### src/rtl/noc_pkt_merge_n.sv
// noc_pkt_merge_n: N-input packet-atomic merger onto one Avalon-ST NoC port.
// Per-input skid FIFOs, round-robin or fixed-priority grant, stray-beat drop.
module noc_pkt_merge_n #(
    parameter int N_IN       = 2,
    parameter int DATA_WIDTH = 64,
    parameter int SKID_DEPTH = 4,
    parameter int ARB_MODE   = 0,
    localparam int EW = (DATA_WIDTH > 8) ? $clog2(DATA_WIDTH / 8) : 1,
    localparam int SW = (N_IN > 1) ? $clog2(N_IN) : 1
) (
    input  logic                       clk,
    input  logic                       reset,
    input  logic [N_IN-1:0]            in_valid,
    input  logic [N_IN-1:0]            in_sop,
    input  logic [N_IN-1:0]            in_eop,
    input  logic [N_IN-1:0]            in_error,
    input  logic [N_IN*EW-1:0]         in_empty,
    input  logic [N_IN*DATA_WIDTH-1:0] in_data,
    output logic [N_IN-1:0]            in_ready,
    output logic                       out_valid,
    output logic                       out_sop,
    output logic                       out_eop,
    output logic                       out_error,
    output logic [EW-1:0]              out_empty,
    output logic [DATA_WIDTH-1:0]      out_data,
    input  logic                       out_ready,
    output logic [SW-1:0]              o_src,
    output logic                       o_drop,
    output logic [15:0]                o_drop_count
);

    localparam int AW    = (SKID_DEPTH > 1) ? $clog2(SKID_DEPTH) : 1;
    localparam int BW    = DATA_WIDTH + EW + 3;
    localparam int B_SOP = BW - 1;
    localparam int B_EOP = BW - 2;
    localparam int B_ERR = BW - 3;
    localparam logic [0:0]  S_IDLE   = 1'b0;
    localparam logic [0:0]  S_LOCK   = 1'b1;
    localparam logic [AW:0] FULL_CNT = (AW + 1)'(SKID_DEPTH);

    logic [BW-1:0]   mem    [N_IN][SKID_DEPTH];
    logic [AW-1:0]   wr_ptr [N_IN];
    logic [AW-1:0]   rd_ptr [N_IN];
    logic [AW:0]     cnt    [N_IN];
    logic [BW-1:0]   head   [N_IN];
    logic [N_IN-1:0] push, pop, nonempty, full, hsop, elig, sop2;
    logic [N_IN-1:0] stray, drop_sel, own_pop, cand;
    logic [0:0]      state;
    logic [SW-1:0]   owner, last_grant, base, win;
    logic            locked, xfer, xfer_eop;
    logic [BW-1:0]   ohead;

    // First requester after base (RR, base itself last) or lowest index (FP)
    function automatic logic [SW-1:0] pick(input logic [N_IN-1:0] req,
                                           input logic [SW-1:0]   b);
        logic [SW-1:0] w;
        int            idx;
        w = '0;
        for (int k = N_IN; k >= 1; k--) begin
            idx = int'(b) + k;
            if (idx >= N_IN) idx = idx - N_IN;
            if (ARB_MODE != 0) idx = k - 1;
            if (req[idx]) w = SW'(idx);
        end
        return w;
    endfunction

    // Per-input head view and status flags
    always_comb begin
        for (int i = 0; i < N_IN; i++) begin
            head[i]     = mem[i][rd_ptr[i]];
            nonempty[i] = (cnt[i] != '0);
            full[i]     = (cnt[i] == FULL_CNT);
            hsop[i]     = head[i][B_SOP];
            elig[i]     = nonempty[i] && hsop[i];
            sop2[i]     = (cnt[i] > (AW + 1)'(1)) &&
                          mem[i][AW'(rd_ptr[i] + 1'b1)][B_SOP];
        end
    end

    assign locked    = (state == S_LOCK);
    assign ohead     = head[owner];
    assign out_valid = locked && nonempty[owner];
    assign xfer      = out_valid && out_ready;
    assign xfer_eop  = xfer && ohead[B_EOP];
    assign out_sop   = out_valid && ohead[B_SOP];
    assign out_eop   = out_valid && ohead[B_EOP];
    assign out_error = out_valid && ohead[B_ERR];
    assign out_empty = out_valid ? ohead[DATA_WIDTH +: EW] : '0;
    assign out_data  = out_valid ? ohead[DATA_WIDTH-1:0] : '0;
    assign o_src     = locked ? owner : '0;
    assign in_ready  = ~full & {N_IN{~reset}};
    assign push      = in_valid & in_ready;

    // Pops: owner on transfer, plus the lowest non-owner stray head
    always_comb begin
        stray   = nonempty & ~hsop;
        own_pop = '0;
        if (locked) begin
            stray[owner]   = 1'b0;
            own_pop[owner] = xfer;
        end
        drop_sel = stray & (~stray + 1'b1);
        pop      = own_pop | drop_sel;
    end

    // Grant candidates; on an eop transfer the owner's popped head is gone
    always_comb begin
        cand = elig;
        base = last_grant;
        if (locked) begin
            cand[owner] = sop2[owner];
            base        = owner;
        end
        win = pick(cand, base);
    end

    // Beat storage, written on accepted input beats
    always_ff @(posedge clk) begin
        for (int i = 0; i < N_IN; i++) begin
            if (push[i]) begin
                mem[i][wr_ptr[i]] <= {in_sop[i], in_eop[i], in_error[i],
                                      in_empty[i*EW +: EW],
                                      in_data[i*DATA_WIDTH +: DATA_WIDTH]};
            end
        end
    end

    // FIFO pointers and occupancy
    always_ff @(posedge clk or posedge reset) begin
        if (reset) begin
            for (int i = 0; i < N_IN; i++) begin
                wr_ptr[i] <= '0;
                rd_ptr[i] <= '0;
                cnt[i]    <= '0;
            end
        end else begin
            for (int i = 0; i < N_IN; i++) begin
                if (push[i]) wr_ptr[i] <= wr_ptr[i] + 1'b1;
                if (pop[i])  rd_ptr[i] <= rd_ptr[i] + 1'b1;
                cnt[i] <= cnt[i] + (AW + 1)'(push[i]) - (AW + 1)'(pop[i]);
            end
        end
    end

    // Packet-atomic ownership: regrant only on an accepted eop
    always_ff @(posedge clk or posedge reset) begin
        if (reset) begin
            state      <= S_IDLE;
            owner      <= '0;
            last_grant <= SW'(N_IN - 1);
        end else begin
            case (state)
                S_IDLE: begin
                    if (|cand) begin
                        state <= S_LOCK;
                        owner <= win;
                    end
                end
                S_LOCK: begin
                    if (xfer_eop) begin
                        last_grant <= owner;
                        if (|cand) owner <= win;
                        else       state <= S_IDLE;
                    end
                end
            endcase
        end
    end

    // Drop pulse and saturating drop counter
    always_ff @(posedge clk or posedge reset) begin
        if (reset) begin
            o_drop       <= 1'b0;
            o_drop_count <= '0;
        end else begin
            o_drop <= |drop_sel;
            if ((|drop_sel) && (o_drop_count != 16'hFFFF))
                o_drop_count <= o_drop_count + 16'd1;
        end
    end

endmodule

### config.mk
export PLATFORM = sky130hd
export DESIGN_NAME = noc_pkt_merge_n
export DESIGN_NICKNAME = d
export VERILOG_FILES = /design/src/rtl/noc_pkt_merge_n.sv
export SDC_FILE = /design/constraint.sdc
export NUM_CORES = 1
export LEC_CHECK = 0
export ABC_CLOCK_PERIOD_IN_PS = 3050
export BUFFER_PORTS_ARGS = -buffer_cell sky130_fd_sc_hd__buf_2
export CAP_MARGIN = 15
export CORE_MARGIN = 2
export CORE_UTILIZATION = 53
export CTS_CLUSTER_SIZE = 30
export DETAILED_ROUTE_END_ITERATION = 10
export PLACE_DENSITY = 0.76
export RECOVER_POWER = 100
export SETUP_SLACK_MARGIN = 0.4
export SLEW_MARGIN = 25
export SYNTH_ARGS = -nofsm -noshare
export SYNTH_HDL_FRONTEND = slang
export SYNTH_SLANG_ARGS = --single-unit
export TNS_END_PERCENT = 5
### constraint.sdc
create_clock -name clk -period 3.05 [get_ports clk]
set_input_delay 0.305 -clock clk [delete_from_list [all_inputs] [get_ports clk]]
set_output_delay 0.305 -clock clk [all_outputs]
set_load 0.02 [all_outputs]
; Yosys cells after proc, flatten, opt, wreduce, memory -nomap -nowiden
; Memory sizes are Yosys's and may differ from the RTL's.
; Index checks and enable logic that the tools add are counted.
[op_classes]
bitwise = 20
eq_ne = 4
magnitude_cmp = 17
add_sub_neg = 14
muxes = 53
reduce_logical = 19
[ops]
columns = op, n
row1 = two-way mux 70 bit, 13
row2 = binary-select mux 70 bit (select 2 bit), 4
row3 = two-way mux 280 bit, 2
row4 = demux 70 bit (select 2 bit), 2
row5 = < comparator 32 x 3 -> 1 bit (second input constant), 2
row6 = two-way mux 32 bit, 2
row7 = two-way mux 64 bit, 1
row8 = two-way mux 1 bit, 21
row9 = greater-or-equal comparator 3 bit (second input constant), 6
row10 = inverter 2 -> 3 bit, 6
row11 = adder 16 x 1 -> 16 bit (second input constant), 1
row12 = inequality test 16 bit (second input constant), 1
row13 = logical AND 1 bit, 14
row14 = bitwise AND 2 bit, 6
row15 = adder 2 x 1 -> 2 bit (second input constant), 5
row16 = inverter 2 bit, 4
row17 = adder 3 x 1 -> 3 bit, 2
row18 = equality test 3 bit (second input constant), 2
row19 = > comparator 3 x 1 -> 1 bit (second input constant), 2
row20 = < comparator 3 x 1 -> 1 bit (second input constant), 2
row21 = two-way mux 2 bit, 3
row22 = nonzero test 3 bit, 2
row23 = subtractor 3 x 1 -> 3 bit, 2
row24 = greater-or-equal comparator 2 bit (second input constant), 2
row25 = 17 further kinds, 20
[totals]
n_memories = 1
wordCells = 139
out_inout_bits = 91
regBits = 34
mem_bits_rw = 560
input_bits = 145
[mem_list]
columns = name, depth, word_bits, rd, rd_clocked_by_memory_dff, write_ports, line
row1 = mem, 2, 280, 2, 0, 2, 41  ; logic [BW-1:0] mem [N_IN][SKID_DEPTH];

; Logic depth before layout (Yosys ltp)
; Gate-level depths: netlist of run 1.
[logic_depth]
word_depth = 18
mapped_depth = 10
ltp_nobuf = 10

; Worst setup path after synthesis of run 1
; OpenSTA, ideal clock, no wires.
[synth_timing]
kind = register to register
from = register cnt[4] (netlist name)
to = memory mem[0][0] (netlist name), enable pin
path_slack_ps = -145
synth_period_minus_slack_ps = 3195
required_time_ps = 2614
path_stages_with_launch = 4
t_arrival_ps = 2759
path_buffers = 0
setup_ps = 436
cell_sequence = dfrtp_1 nor2_1 a21oi_1 and3_1
[synth_rtl]
columns = item, line
row1 = "start, declared", 44  ; logic [AW:0] cnt [N_IN];
row2 = "start signal, assigned by index", 141  ; cnt[i] <= cnt[i] + (AW + 1)'(push[i]) - (AW + 1)'(pop[i]);
row3 = "end, declared", 41

; Worst setup path in the final report of run 1
[layout_timing]
from = register owner
to = output port out_data[30]
[layout_between]
elab_chain_cells = 5
word_cells_on_any_way = 8
cone_classes = 6 x mux / 1 x bitwise / 1 x reduce/logical
[layout_lines]
columns = item, line
row1 = "start, declared", 49  ; logic [SW-1:0] owner, last_grant, base, win;
row2 = "start signal, assigned", 157  ; owner <= win;
row3 = "start signal, assigned", 163  ; if (|cand) owner <= win;
row4 = inverter 1 -> 2 bit (not written as such), 82  ; assign ohead = head[owner];
row5 = two-way mux 70 bit (not written as such) (3 in a row), 82
row6 = two-way mux 64 bit *, 90  ; assign out_data = out_valid ? ohead[DATA_WIDTH-1:0] : '0;
row7 = "end, declared", 25  ; output logic [DATA_WIDTH-1:0] out_data,
; Every way passes the cells marked *; elsewhere a longest branch is shown, timed or not. The select of a mux whose other input is x is not followed.

==> flow_summary.json, run 1 <==
{
  "synth_xor_xnor_area_share": 0.00872,
  "synth_seq_cells": 594,
  "cts_buffer_depth": 3,
  "die_w_um": 213,
  "dp_hpwl_mm": 29.9,
  "numClockSinks": 594,
  "vias_per_cell": 5.86,
  "drc_errors": 0,
  "path_max_fanout": 6,
  "crit_slowest_cell": "dfrtp_4",
  "p_sw_uw": 9690,
  "syn_inst": 1164,
  "start_kind": "flip-flop",
  "critical-path-top-delay-family": "buffers and inverters",
  "hold_depth": 3,
  "hp-class": "input port to flip-flop",
  "r2r_end": "mem[0][17]",
  "globalRouteTotalUtil": 0.250,
  "synth_compound_area_frac": 0.0204,
  "total_power_uw": 27900,
  "synth.yosys.warnings": 0,
  "dieArea_um2": 45200,
  "relSlewSlack": 0.116,
  "critical_path.cell_chain": "or4b_1 -> nand3_2 -> buf_12 -> buf_4 -> a21oi_1 -> buf_2",
  "cts_tree": "done",
  "pwr-share-seq": 0.373,
  "fmax_mhz": 357,
  "syn_area_um2": 23100,
  "crit_path_start": "owner",
  "core_um2": 43100,
  "max_stage_delay_ns": 0.51,
  "die_y_um": 213,
  "insertion_delay_ns": 0.61,
  "worst-r2r-setup-slack_ns": 0.34,
  "cp.depth": 6,
  "syn_area_per_cell_um2": 19.8,
  "ios": 236,
  "nets": 1773,
  "ys_seq_area_frac": 0.765,
  "wire_per_inst_um": 26.2,
  "skew_ns": 0.0164,
  "synthFlopType": "edfxtp_1",
  "internal-power_uw": 18200,
  "design_area_um2": 28800,
  "ctsRootBufferMaster": "clkbuf_16",
  "synth_nets": 1327,
  "power.leakage_uw": 0.00966,
  "fin_crit_sh": 0.919,
  "final_max_slew_viol_count": 0,
  "hold_violations": 0,
  "power.density_nw_per_um2": 968,
  "r2r_cells": 4,
  "routed_wl_mm": 58.8,
  "cts_made_buffers": 57,
  "grt_antenna_before_repair": 6,
  "numPortBuffers": 235,
  "cap_violations": 0,
  "cp.arrival_ns": 2.50,
  "dr.pass1.iters": 5,
  "status": "finished, final reports clean",
  "postRouteAntennaNets": 0,
  "grt_overflow": 0,
  "synthArstFlopShare": 0.0572,
  "required_ns": 2.74,
  "first_iter_violations": 1505,
  "rsz0062_at_grt": "true",
  "start_util": 0.536,
  "synth_cell_types": 48,
  "rows": 76,
  "synth_mux_area_frac": 0.139,
  "critPathCaptureType": "output pin",
  "vias": 13100,
  "synth_top_family_by_area": "multiplexers",
  "ir_worst_vdd_v": 0.000605,
  "r2r_start": "cnt[4]",
  "worstMarginPinSlew_ns": 1.33,
  "critPathKind": "flip-flop to output pin",
  "timing.setup.tns_ns": 0,
  "setup_violations": 0,
  "cts-htree-levels": 2,
  "sw_frac_of_total": 0.347,
  "comb_power_share": 0.379,
  "grt_pass1_wl_mm": 82.0,
  "synthAdderAreaFrac": 0.0104,
  "cts.clk_slew.worst_paths_ns": 0.06,
  "cp-endpoint": "out_data[30]",
  "area_delta_synth_final_pct": 24.8,
  "p_clk_frac": 0.247,
  "fin_crit_ns": 2.80,
  "place.gp.congestion": 0.785,
  "grt_max_degree": 73,
  "synth_edf_count": 560,
  "whs_ns": 0.0718,
  "critPathBufInv": 3,
  "drive_above_1_share": 0.198,
  "yosys.area_share.simple": 0.0417,
  "placed_area_um2": 25300,
  "grt_pass1_vias": 13600
}
==> power groups by stage <==
stage | clock [uW] | sequential (uW) | combinational [uW]
2_1_floorplan | 0 | 10400 | 6200
3_3_place_gp | 0 | 10500 | 9050
3_5_place_dp | 0 | 10500 | 9130
4_1_cts | 6960 | 10400 | 10000
5_1_grt | 7270 | 10500 | 11300
6_report | 6900 | 10400 | 10600
==> cells in the mapped netlist (2+ instances only) <==
master | n | area share
a21oi_1 | 73 | 0.016
ha_1 | 16 | 0.0087
nand2_1 | 150 | 0.024
nand4_1 | 8 | 0.0022
clkbuf_1 | 40 | 0.0065
nand3_1 | 15 | 0.0033
inv_1 | 19 | 0.0031
edfxtp_1 | 560 | 0.73
buf_6 | 2 | 0.00098
buf_2 | 15 | 0.0033
nor3_1 | 5 | 0.0011
a211o_1 | 2 | 0.00076
and2_1 | 2 | 0.00054
and3_1 | 9 | 0.0024
mux2i_1 | 2 | 0.00087
dfrtp_1 | 33 | 0.036
nand2b_1 | 3 | 0.00081
xor2_1 | 6 | 0.0023
mux2_1 | 2 | 0.00098
o21ai_0 | 5 | 0.0011
xnor2_1 | 17 | 0.0064
mux4_2 | 141 | 0.14
fa_1 | 2 | 0.0017
nor2_1 | 13 | 0.0021
==> tightest hold or removal path: stages <==
cell and delay, ns:
buf_2 0.13, nand2_1 0.07, mux2_1 0.13
==> final cells by class <==
cell class,count,area [um^2]
antenna,4,10.0
inverter,21,80.1
timing repair buffer,443,3310
multi-input combinational,493,5160
tap,585,732
fill,2942,14300
clock inverter,37,312
clock buffer,67,1510
sequential,594,17700
==> registers in the layout (all words and copies together) (netlist names), 4 cells and up <==
signal	flops
wr_ptr	4
cnt	6
rd_ptr	4
o_drop_count	16
mem	560
==> cell usage in the layout (no fill, tap or decap), drive strengths merged, types with 2 or more instances in the layout <==
cell / count
mux2i: 2
bufinv: 5
nand3: 16
mux4: 141
nor2: 13
fa: 2
buf: 66
xor2: 6
nor3: 5
diode: 4
o21ai: 6
inv: 22
and3: 9
a21oi: 73
dfrtp: 33
clkinvlp: 2
clkinv: 29
nand2b: 3
ha: 16
dlygate4sd3: 141
nand2: 151
xnor2: 17
mux2: 2
nand4: 9
and2: 2
clkbuf: 303
edfxtp: 560
a211o: 2
==> routing by layer <==
metal,vias to the layer above,GRT usage,wire (um)
met5,-,0,28
met4,4,0.0868,1560
met3,109,0.0496,4920
met2,671,0.404,29200
met1,6798,0.345,23100
li1,5565,-,-
==> repair_timing <==
item / in CTS / in global routing
pin swaps: 2 / 3
hold buffers: 141 / 0
buffers inserted: 11 / 9
cloned: 6 / 11
setup endpoints to repair: 71 / 75
endpoints found under the hold margin: 594 / 0
gates resized for setup: 14 / 24
==> worst min-delay path by stage <==
stage	startpoint	endpoint	slack, ns
after global placement	reset	locked	0.36
after detailed placement	reset	locked	0.37
after floorplan	in_data[0]	mem[0][0]	0.40
after global routing	out_ready	last_grant	0.08
final	out_ready	last_grant	0.07
after CTS	out_ready	last_grant	0.04
==> per-stage QoR <==
step | setup WS (ns) | utilization | std cells
2_1_floorplan | -0.144 | - | 1164
5_1_grt | 0.182 | 0.669 | 2244
3_5_place_dp | 0.495 | 0.587 | 1958
6_report | 0.248 | 0.669 | 2244
3_3_place_gp | 0.562 | 0.587 | 1958
4_1_cts | 0.327 | 0.669 | 2220
==> cells by family (layout without fill, tap and decap cells) <==
kind of cell	count (synthesis)	after routing
AOI/OAI and AO/OA	88	88
xor gates and xnor gates	23	23
DFF	594	594
muxes	145	145
buffers and inverters	78	568
other	0	4
and+or+nand+nor	218	219
adders and majority gates	18	18
No activity file was read; power rests on OpenSTA's default activity.
==> run 2, diff against run 1 <==
--- a/config.mk
+++ b/config.mk
@@ -5,16 +5,17 @@
 export SDC_FILE = /design/constraint.sdc
 export NUM_CORES = 1
 export LEC_CHECK = 0
-export ABC_CLOCK_PERIOD_IN_PS = 3050
+export ABC_CLOCK_PERIOD_IN_PS = 3000
 export BUFFER_PORTS_ARGS = -buffer_cell sky130_fd_sc_hd__buf_2
 export CAP_MARGIN = 15
 export CORE_MARGIN = 2
-export CORE_UTILIZATION = 53
+export CORE_UTILIZATION = 59
 export CTS_CLUSTER_SIZE = 30
 export DETAILED_ROUTE_END_ITERATION = 10
-export PLACE_DENSITY = 0.76
+export PLACE_DENSITY = 0.8
 export RECOVER_POWER = 100
 export SETUP_SLACK_MARGIN = 0.4
+export SKIP_CTS_REPAIR_TIMING = 1
 export SLEW_MARGIN = 25
 export SYNTH_ARGS = -nofsm -noshare
 export SYNTH_HDL_FRONTEND = slang
==> constraint.sdc (replaced) <==
create_clock -name clk -period 3 [get_ports clk]
set_input_delay 0.3 -clock clk [delete_from_list [all_inputs] [get_ports clk]]
set_output_delay 0.3 -clock clk [all_outputs]
set_load 0.02 [all_outputs]
==> run 2 against run 1 <==
Effect of this change: the flow now finishes with violations (capacitance limit, slew limit); highest routed layer unchanged; sequential share of layout area is 0.42 points higher; worst setup slack worse by 0.030 ns; via count is 1.1% higher; register-to-register slack worse by 0.06 ns; sequential power hardly changed; clock-buffer cell count is 5 higher; design area is 0.70% lower; cell count is 3.0% lower; sequential cell count stayed put; power hardly changed; die area is 10% lower.
==> flow_summary.json, run 2 (synthesized netlist as in run 1, its figures left out) <==
{
  "status": "finished, violations left",
  "violations": "capacitance limit, slew limit",
  "worst-r2r-setup-slack_ns": 0.28,
  "die_y_um": 202,
  "layout_common_cells": "560 x edfxtp_1, 229 x clkbuf_1, 147 x nand2_1",
  "grt_overflow": 0,
  "globalRouteTotalUtil": 0.250,
  "worstMarginPinSlew_ns": 1.53,
  "power.leakage_uw": 0.00962,
  "hp-class": "input port to flip-flop",
  "die_w_um": 202,
  "final_max_slew_viol_count": 90,
  "setup_slack_ns": 0.217,
  "ctsRootBufferMaster": "clkbuf_16",
  "dieArea_um2": 40700,
  "grt_antenna_before_repair": 7,
  "cts_tree": "done",
  "cts_buffer_depth": 3,
  "numPortBuffers": 235,
  "first_iter_violations": 1340,
  "grt_pass1_vias": 12600,
  "routed_wl_mm": 57.9,
  "grt_pass1_wl_mm": 75.5,
  "r2r_cells": 8,
  "start_util": 0.597,
  "ios": 236,
  "numClockSinks": 594,
  "dr.pass1.iters": 5,
  "path_max_fanout": 12,
  "fin_crit_sh": 0.928,
  "core_um2": 38600,
  "fmax_mhz": 359,
  "cp-endpoint": "out_data[33]",
  "whs_ns": 0.0624,
  "dp_hpwl_mm": 29.5,
  "largest_reg_flops": 560,
  "cap_violations": 2,
  "ir_worst_vdd_v": 0.000714,
  "insertion_delay_ns": 0.60,
  "setup_violations": 0,
  "wire_per_inst_um": 26.6,
  "area_delta_synth_final_pct": 23.9,
  "vias_per_cell": 6.11,
  "hold_violations": 0,
  "layout_commonest_cell": "edfxtp_1",
  "crit_path_start": "cnt[4]",
  "pre_cts_slack_ns": 0.457,
  "cp.arrival_ns": 2.48,
  "start_kind": "flip-flop",
  "drive_above_1_share": 0.209,
  "fin_crit_ns": 2.78,
  "cts-htree-levels": 2,
  "nets": 1778,
  "required_ns": 2.70,
  "rows": 72,
  "cts_made_buffers": 56,
  "critPathCaptureType": "output pin",
  "drc_errors": 0,
  "skew_ns": 0.0138,
  "grt_max_degree": 74,
  "rsz0062_at_grt": "true",
  "postRouteAntennaNets": 0,
  "cts.clk_slew.worst_paths_ns": 0.06,
  "relSlewSlack": -0.0210,
  "vias": 13300,
  "r2r_end": "cnt[1]",
  "power.density_nw_per_um2": 976,
  "r2r_start": "rd_ptr[2]",
  "place.gp.congestion": 0.804,
  "critPathKind": "flip-flop to output pin"
}
run 2: cell types whose count changed in the layout (fill, tap and decap cells not counted), sizes merged:
cell / change
buf: +2
bufinv: -4
clkbuf: +9
clkinv: -4
clkinvlp: -1
diode: -1
inv: -2
run 2: layout make-up:
cell class	count	area, um^2
well taps	518	648
clock inverters	26	156
fillers	2259	10000
diodes	3	7.51
clock buffers	72	1530
repair buffers	449	3300
inverters	21	80.1
flip-flops and latches	594	17700
multi-input cells	493	5200
run 2: through the flow:
step                      total power, uW  cells  cell area [um^2]  setup TNS, ns   util
final                               27900   2176             28600              0  0.740
after global routing                29000   2175             28600              0  0.740
after CTS                           26500   1994             26900              0  0.696
after detailed placement            20000   1896             25200              0  0.652
after global placement              19800   1896             25200              0  0.652
after floorplan                     16900   1164             23100         -74.29      -
run 2: worst max-delay path: stages, from the launching register on:
cell and delay [ns]:
dfrtp_2 0.43, or4_4 0.56, nand3_1 0.26, buf_12 0.19
clkbuf_16 0.19, a21oi_1 0.06, clkbuf_1 0.18
run 2: how the worst min path moves through the flow:
stage | endpoint | cells past startpoint | startpoint | slack [ns]
2_1_floorplan | mem[0][0] | 0 | in_data[0] | 0.40
3_3_place_gp | wr_ptr[2] | 2 | reset | 0.46
3_5_place_dp | locked | 2 | reset | 0.48
4_1_cts | cnt[4] | 2 | reset | -0.16
5_1_grt | last_grant | 3 | out_ready | 0.06
6_report | last_grant | 3 | out_ready | 0.06
run 2: power by group:
part           total, uW  switching (uW)  internal [uW]  leakage (uW)
Combinational      10800            6380           4390       0.00329
Clock               6570            2910           3670      0.000837
Sequential         10600             416          10200       0.00549
Total              27900            9710          18200       0.00962
run 2: layer usage:
| layer | up-vias | GRT usage | wire (um) |
|---|---|---|---|
| li1 | 5577 | - | - |
| met2 | 705 | 0.407 | 29400 |
| met1 | 6878 | 0.342 | 22300 |
| met5 | - | 0 | 56 |
| met3 | 125 | 0.0534 | 4570 |
| met4 | 8 | 0.0877 | 1540 |
